File: config.mk
export PLATFORM = sky130hd
export DESIGN_NAME = ped_phase_sequencer
export DESIGN_NICKNAME = d
export VERILOG_FILES = /design/src/rtl/ped_phase_pkg.sv /design/src/rtl/ped_phase_sequencer_timer.sv /design/src/rtl/ped_phase_sequencer.sv
export SDC_FILE = /design/constraint.sdc
export NUM_CORES = 1
export LEC_CHECK = 0
export ABC_CLOCK_PERIOD_IN_PS = 1850
export BUFFER_PORTS_ARGS = -buffer_cell sky130_fd_sc_hd__buf_4
export CORE_MARGIN = 2
export CORE_UTILIZATION = 35
export CTS_BUF_LIST = sky130_fd_sc_hd__clkbuf_2
export DETAILED_ROUTE_END_ITERATION = 7
export SETUP_SLACK_MARGIN = 0.05
export SYNTH_ARGS = -nofsm -noshare
export SYNTH_HDL_FRONTEND = slang
export SYNTH_SLANG_ARGS = --single-unit
File: constraint.sdc
create_clock -name clk -period 1.85 [get_ports clk]
set_input_delay 0.4625 -clock clk [delete_from_list [all_inputs] [get_ports clk]]
set_output_delay 0.4625 -clock clk [all_outputs]
set_load 0.01 [all_outputs]
File: src/rtl/ped_phase_pkg.sv
// Shared phase codes and the phase-to-lamp decode for the intersection sequencer.
package ped_phase_pkg;

  typedef enum logic [2:0] {
    N_GREEN  = 3'd0,
    N_YELLOW = 3'd1,
    ALLRED_1 = 3'd2,
    E_GREEN  = 3'd3,
    E_YELLOW = 3'd4,
    ALLRED_2 = 3'd5,
    PED_WALK = 3'd6
  } phase_e;

  typedef struct packed {
    logic nr;
    logic ng;
    logic ny;
    logic er;
    logic eg;
    logic ey;
    logic walk;
  } lamps_t;

  // Any code without a lamp pattern of its own shows all-red.
  function automatic lamps_t phase_lamps(input logic [2:0] ph);
    lamps_t l;
    l = '{nr: 1'b1, ng: 1'b0, ny: 1'b0, er: 1'b1, eg: 1'b0, ey: 1'b0, walk: 1'b0};
    case (ph)
      N_GREEN:  begin l.nr = 1'b0; l.ng = 1'b1; end
      N_YELLOW: begin l.nr = 1'b0; l.ny = 1'b1; end
      E_GREEN:  begin l.er = 1'b0; l.eg = 1'b1; end
      E_YELLOW: begin l.er = 1'b0; l.ey = 1'b1; end
      PED_WALK: l.walk = 1'b1;
      default:  ;
    endcase
    return l;
  endfunction

endpackage

File: src/rtl/ped_phase_sequencer_timer.sv
// Dwell counter: clears on phase entry, counts EN ticks, saturates at all-ones.
module phase_timer #(
  parameter int CW = 5
) (
  input  logic          clk,
  input  logic          rst,
  input  logic          clr,
  input  logic          inc,
  input  logic [CW-1:0] done_at,
  input  logic [CW-1:0] ge_at,
  output logic          done,
  output logic          ge
);

  localparam logic [CW-1:0] ONE = CW'(1);

  logic [CW-1:0] cnt_q, cnt_d;

  always_comb begin
    cnt_d = cnt_q;
    if (clr)                     cnt_d = '0;
    else if (inc && cnt_q != '1) cnt_d = cnt_q + ONE;
  end

  always_ff @(posedge clk) begin
    if (rst) cnt_q <= '0;
    else     cnt_q <= cnt_d;
  end

  // Both flags only mean something on a tick cycle.
  assign done = inc && (cnt_q == done_at);
  assign ge   = inc && (cnt_q >= ge_at);

endmodule

File: src/rtl/ped_phase_sequencer.sv
// North/East lamp phase controller with pedestrian WALK service and internal dwell timing.
module ped_phase_sequencer
  import ped_phase_pkg::*;
#(
  parameter int T_GREEN_MIN = 8,
  parameter int T_GREEN_MAX = 24,
  parameter int T_YELLOW    = 3,
  parameter int T_ALLRED    = 1,
  parameter int T_WALK      = 6,
  parameter int CW          = 5
) (
  input  logic       clk,
  input  logic       R,
  input  logic       EN,
  input  logic       C,
  input  logic       PB,
  output logic       NR,
  output logic       NG,
  output logic       NY,
  output logic       ER,
  output logic       EG,
  output logic       EY,
  output logic       WALK,
  output logic       ped_pending,
  output logic [2:0] phase
);

  localparam logic [CW-1:0] TY_LAST   = CW'(T_YELLOW - 1);
  localparam logic [CW-1:0] TAR_LAST  = CW'(T_ALLRED - 1);
  localparam logic [CW-1:0] TW_LAST   = CW'(T_WALK - 1);
  localparam logic [CW-1:0] TMAX_LAST = CW'(T_GREEN_MAX - 1);
  localparam logic [CW-1:0] TMIN_LAST = CW'(T_GREEN_MIN - 1);

  phase_e        phase_q, phase_d;
  logic          ped_q, ped_d;
  logic [CW-1:0] done_at;
  logic          done, ge;
  lamps_t        lamps;

  always_comb begin
    done_at = '0;
    case (phase_q)
      N_YELLOW, E_YELLOW: done_at = TY_LAST;
      ALLRED_1, ALLRED_2: done_at = TAR_LAST;
      PED_WALK:           done_at = TW_LAST;
      E_GREEN:            done_at = TMAX_LAST;
      default:            done_at = '0;
    endcase
  end

  phase_timer #(.CW(CW)) u_timer (
    .clk     (clk),
    .rst     (R),
    .clr     (phase_d != phase_q),
    .inc     (EN),
    .done_at (done_at),
    .ge_at   (TMIN_LAST),
    .done    (done),
    .ge      (ge)
  );

  always_comb begin
    phase_d = phase_q;
    case (phase_q)
      N_GREEN:  if (ge && (C || ped_q)) phase_d = N_YELLOW;
      N_YELLOW: if (done) phase_d = ALLRED_1;
      // Pedestrian is served ahead of East traffic.
      ALLRED_1: if (done) phase_d = ped_q ? PED_WALK : E_GREEN;
      E_GREEN:  if (done || (ge && (!C || ped_q))) phase_d = E_YELLOW;
      E_YELLOW: if (done) phase_d = ALLRED_2;
      ALLRED_2: if (done) phase_d = N_GREEN;
      PED_WALK: if (done) phase_d = ALLRED_2;
      default:  phase_d = ALLRED_2;
    endcase
  end

  always_comb begin
    ped_d = ped_q;
    if (PB && phase_q != PED_WALK)          ped_d = 1'b1;
    if (phase_d == PED_WALK && phase_q != PED_WALK) ped_d = 1'b0;
  end

  always_ff @(posedge clk) begin
    if (R) begin
      phase_q <= ALLRED_2;
      ped_q   <= 1'b0;
    end else begin
      phase_q <= phase_d;
      ped_q   <= ped_d;
    end
  end

  assign lamps       = phase_lamps(phase_q);
  assign NR          = lamps.nr;
  assign NG          = lamps.ng;
  assign NY          = lamps.ny;
  assign ER          = lamps.er;
  assign EG          = lamps.eg;
  assign EY          = lamps.ey;
  assign WALK        = lamps.walk;
  assign ped_pending = ped_q;
  assign phase       = phase_q;

endmodule

== Word-level counts from Yosys, hierarchy flattened ==
Index checks and enable logic that the tools add are counted.

* Bits in registers: 9
* Bits of input ports: 5
* Word-level logic and storage cells: 50

* Add/subtract/negate cells: 1
* Magnitude comparators: 1
* Equality and inequality tests: 11
* Muxes and demuxes: 16
* Reduce and logical (&&, ||, !) cells: 18

{| class="wikitable"
|+ Operators by type and width
! cell !! number
|-
| 3-bit two-way mux || 7
|-
| 3-bit one-hot mux with 6 select lines || 1
|-
| 5-bit one-hot mux with 3 select lines || 1
|-
| 3-bit equality test (second input constant) || 4
|-
| 2-bit OR reduction || 6
|-
| 1-bit logical AND || 7
|-
| 1-bit two-way mux || 7
|-
| 3-bit by 2-bit equality test with 1-bit output (second input constant) || 2
|-
| 5-bit by 1-bit adder with 5-bit output (second input constant) || 1
|-
| 5-bit equality test || 1
|-
| 5-bit by 3-bit greater-or-equal comparator with 1-bit output (second input constant) || 1
|-
| 5-bit inequality test (second input constant) || 1
|-
| 3-bit by 1-bit equality test with 1-bit output (second input constant) || 1
|-
| 3-bit zero test || 1
|-
| 1-bit logical OR || 3
|-
| 3-bit inequality test || 1
|-
| 3-bit inequality test (second input constant) || 1
|-
| 1-bit zero test || 1
|}

== Depth between registers and ports, before layout ==
* Depth after elaboration: 11
* Mapped depth: 9
* Mapped depth without buffers: 8

== Modules after synthesis ==
From an unflattened synthesis, not the netlist that was laid out.

* Cells, all modules: 102
* Area, all modules: 785.8 um^2

{| class="wikitable"
|+ Modules (own cells, without submodules)
! module !! times used !! cells each !! area each (um^2) !! seq. area each (um^2)
|-
| phase_timer || 1 || 50 || 414.1 || 100.1
|-
| ped_phase_sequencer || 1 || 52 || 371.6 || 80.1
|}

== Worst setup path before layout ==
OpenSTA, ideal clock, no wires.

* Path type: register to register
* Start point: register phase_q[2] (netlist: phase[2])
* End point: register u_timer.cnt_q[0]
* Setup time: 130 ps
* Data arrival time: 2002 ps
* Data required time: 1720 ps
* Path slack: -282 ps
* Stages on the path, launching flop included: 10
* Buffers on the path: 1
* Path through: dfxtp_1 and2b_4 nand2_2 inv_2 or4_1 a222oi_1 buf_4 or2_1 o2111a_2 nor4_1

* Cells in the longest elaborated chain, start to end: 10
* Elaborated cells on any way between the ends: 22

{| class="wikitable"
|+ RTL lines
! element !! line !! source
|-
| start: declaration || ped_phase_sequencer.sv:34 || <nowiki>phase_e phase_q, phase_d;</nowiki>
|-
| start signal: assignment || ped_phase_sequencer.sv:88 || <nowiki>phase_q <= phase_d;</nowiki>
|-
| 3-bit equality test / 3-bit by 1-bit equality test with 1-bit output (equally long branches) || ped_phase_sequencer.sv:42, ped_phase_sequencer.sv:64 ||
|-
| 2-bit OR reduction || ped_phase_sequencer.sv:42 || <nowiki>case (phase_q)</nowiki>
|-
| 5-bit one-hot mux with 3 select lines || ped_phase_sequencer.sv:42 ||
|-
| 5-bit equality test || ped_phase_sequencer_timer.sv:31 || <nowiki>assign done = inc && (cnt_q == done_at);</nowiki>
|-
| 1-bit logical AND || ped_phase_sequencer_timer.sv:31 ||
|-
| 1-bit logical OR || ped_phase_sequencer.sv:69 || <nowiki>E_GREEN: if (done || (ge && (!C || ped_q))) phase_d = E_YELLOW;</nowiki>
|-
| 3-bit two-way mux || ped_phase_sequencer.sv:69 ||
|-
| 3-bit one-hot mux with 6 select lines || ped_phase_sequencer.sv:64 || <nowiki>case (phase_q)</nowiki>
|-
| 3-bit inequality test * || ped_phase_sequencer.sv:54 || <nowiki>.clr (phase_d != phase_q),</nowiki>
|-
| 2-bit OR reduction (no line) * || - ||
|-
| end signal: assignment || ped_phase_sequencer_timer.sv:27 || <nowiki>else cnt_q <= cnt_d;</nowiki>
|-
| end: declaration || ped_phase_sequencer_timer.sv:17 || <nowiki>logic [CW-1:0] cnt_q, cnt_d;</nowiki>
|}

Mark *: on every way between the ends. The rest lies on a longest branch, timed or not.
A chain may end at the register's enable or synchronous reset.

== Worst setup path in the final report ==
* Start point: register phase_q[2] (netlist: phase[2])
* End point: register u_timer.cnt_q[3]

Same word-level chain as after synthesis.

==> flow_summary.toml <==
[run_status]
status = "finished, violations left"
violations = "setup timing"

[routing]
drt-total-wl_um = 2470
drtPass1Iterations = 4
remaining_drc_errors = 0
viasPerCell = 5.61
antenna_left = 0
dr_total_vias = 925
wl_per_cell_um = 15.0
first_iter_violations = 13

[critical_path]
critPathSlowestCell = "dfxtp_2"
r2r-end = "u_timer.cnt_q[3]$_SDFFE_PP0P_"
crit_path_frequent_cell = "buf_4"
rrSetupSlack_ns = -0.40
crit_required_ns = 2.01
worstSetupEndpointType = "flip-flop"
slowest_delay_ns = 0.33
crit_arrival_ns = 2.41
crit_chain = "buf_4 -> nor3b_4 -> o21ai_0 -> a222oi_1 -> buf_4 -> or2_1 -> o2111a_2 -> nor4_1"
crit_type = "flip-flop to flip-flop"
reg2reg_depth = 8
regToRegStartpoint = "phase[2]$_SDFF_PP1_"
path_max_fanout = 6
worstSetupStartpointType = "flip-flop"

[synth]
synth_compound_area_share_pct = 23.6
netlist_instances = 94
synth_top_area_share_pct = 24.7
synthAdderAreaFrac_pct = 3.42
synthesis.nets = 101
yosysTopAreaCell = "dfxtp_1"
syn_avg_cell_area_sq_um = 7.77
syn_area_sq_um = 731
synth_top_family_by_area = "simple AND/OR/NAND/NOR gates"
synth_area_leaders = "dfxtp_1, nor2_1, nor2b_1"
synthDistinctLibCells = 42
yosysWarningCount = 0
async_reset_ff_share_pct = 0
synth_edf_count = 0
synthMuxAreaShare_pct = 4.11
synth-simple-area-share_pct = 32.7
ys_seq_area_share_pct = 24.7
synthFlopType = "dfxtp_1"
ys_ff_latch = 9
synth-xor-area-share_pct = 4.79

[clock_tree]
tritoncts = "built"
cts_buffers = 3
clock-sinks = 9
clockBufferDepth = 2
clock_latency_ns = 0.26
cts_root_buf = "clkbuf_2"
clk_pin_slew_ns = 0.10
cts_htree_levels = 1

[die]
ios = 16
core-area_sq_um = 1960
die_w_um = 49.7
fp.dieH_um = 49.7
die-area_sq_um = 2470
start_util_pct = 37.2
rows = 16

[power]
p_clk_share_pct = 7.8
leakage_nw = 0.557
power_frac_seq_pct = 18.2
p_int_mw = 0.899
total_power_mw = 1.61
switching_share_pct = 44.2
combPwrFrac_pct = 74.0
power_density_nw_per_um2 = 1330
p_switching_mw = 0.711
ir_worst_vdd_mv = 0.740

[global_routing]
grt_start_max_net_pins = 12
grt_pass1_wl_um = 3620
antenna_found_initial = 0
overflow = 0
track_usage_pct = 19.0
grt_pass1_vias = 856

[sta]
tightest_slew_ns = 0.362
relSlewSlack_pct = 75.6
period_minus_slack_ns = 2.25
fmax_mhz = 445
setup_viol = 10
slew_violations = 0
finalCritPeriodShare_pct = 122
finalHoldViolations = 0
finalWorstSetupSlack_ns = -0.399
rsz0062_at_grt = "true"
finClkSkew_ns = 0.00418

[placement]
post-place-ws_ns = -0.303
routabilityCongestion = 0.876
hpwl_um = 1560
place.port_buffers = 15

[final_layout]
nets = 146
area_growth_pct = 66.1
diodes = 0
final_layout_size_suffix_gt1_share_pct = 51.4

[worst_hold_path]
min_to = "phase[1]$_SDFF_PP0_"
whs_path_depth = 2
hp-start = "R"
hold_path_class = "input port to flip-flop"

[run]
cap_violations = 0
[power groups by stage]
stage	sequential [mW]	clock [mW]	combinational [mW]
after floorplan	0.281	0	0.555
after CTS	0.278	0.127	1.04
after global routing	0.299	0.135	1.28
after global placement	0.279	0	0.958
after detailed placement	0.279	0	0.974
final	0.293	0.125	1.19
[worst max-delay path: cells and delay by family, from the launching register on]
kind,cells,cell delay (ns)
compound gates,3,0.82
flops,1,0.33
buf+inv,2,0.34
simple gates,3,0.66
[cell type report]
| class | count | area (sq um) |
|---|---|---|
| Fill cell | 175 | 748 |
| Multi-Input combinational cell | 74 | 564 |
| Timing Repair Buffer | 47 | 397 |
| Sequential cell | 9 | 184 |
| Tap cell | 27 | 33.8 |
| Clock buffer | 3 | 15.0 |
| Inverter | 4 | 15.0 |
| Clock inverter | 1 | 5.00 |
[kinds of logic (layout without fill, tap and decap cells)]
kind of cell | after synthesis | in the layout
AO/OA/AOI/OAI | 24 | 24
adder cells (fa/ha/maj) | 2 | 2
flip-flops | 9 | 9
AND/OR/NAND/NOR | 41 | 41
buffers and inverters | 11 | 55
XOR/XNOR | 4 | 4
multiplexers | 3 | 3
[metrics by stage]
stage	instances	instance area (sq um)	hold WS (ns)	util (%)	setup TNS [ns]
3_5_place_dp	155	1040	0.573	53.1	-2.26
3_3_place_gp	155	1040	0.564	53.1	-2.22
4_1_cts	162	1120	0.388	57.0	-1.92
5_1_grt	165	1210	0.390	61.9	-3.91
6_report	165	1210	0.391	61.9	-2.87
2_1_floorplan	94	733	0.527	-	-1.43
[state kept, by name, summed over array words and instances (netlist names)]
signal / flops
phase: 3
u_timer.cnt_q: 5
ped_pending: 1
[cells in the final DEF, fill, tap and decap left out, drive strengths merged, types with 3 or more instances in the layout]
cell / synthesis / routed
buf: 4 / 46
inv: 4 / 4
nand4: 3 / 3
nor2b: 6 / 6
mux2i: 3 / 3
nand2: 3 / 3
dfxtp: 9 / 9
a21oi: 5 / 5
nor4: 5 / 5
o21ai: 5 / 5
clkbuf: 3 / 4
nor2: 10 / 10
xor2: 3 / 3
[synthesized netlist by cell type, drive strengths merged, types with 3 or more instances]
cell,count
nor2b,6
nor2,10
nand4,3
nand2,3
o21ai,5
nor4,5
inv,4
mux2i,3
a21oi,5
xor2,3
dfxtp,9
clkbuf,3
buf,4
[layer usage]
metal / vias to the layer above / wire [um] / GRT usage (%)
met2: 27 / 1220 / 33.3
met3: 11 / 100 / 1.21
met4: 0 / 99 / 10.6
met5: - / 0 / 0
met1: 451 / 1050 / 22.9
li1: 436 / - / -
[worst max-delay path by stage]
stage	end	cells past startpoint	slack [ns]	start
2_1_floorplan	u_timer.cnt_q[0]$_SDFFE_PP0P_	9	-0.23	phase[2]$_SDFF_PP1_
3_5_place_dp	u_timer.cnt_q[2]$_SDFFE_PP0P_	8	-0.30	EN
6_report	u_timer.cnt_q[3]$_SDFFE_PP0P_	8	-0.40	phase[2]$_SDFF_PP1_
4_1_cts	u_timer.cnt_q[3]$_SDFFE_PP0P_	9	-0.27	phase[2]$_SDFF_PP1_
5_1_grt	u_timer.cnt_q[3]$_SDFFE_PP0P_	8	-0.51	phase[2]$_SDFF_PP1_
3_3_place_gp	u_timer.cnt_q[2]$_SDFFE_PP0P_	8	-0.30	EN
[what timing repair did]
item / CTS / global route
setup buffers: 3 / 3
pin swaps: 2 / 2
gates cloned: 0 / 1
resized for setup: 10 / 13
hold buffers: 0 / 0
setup endpoints to repair: 13 / 12
No activity file was read; power rests on OpenSTA's default activity.
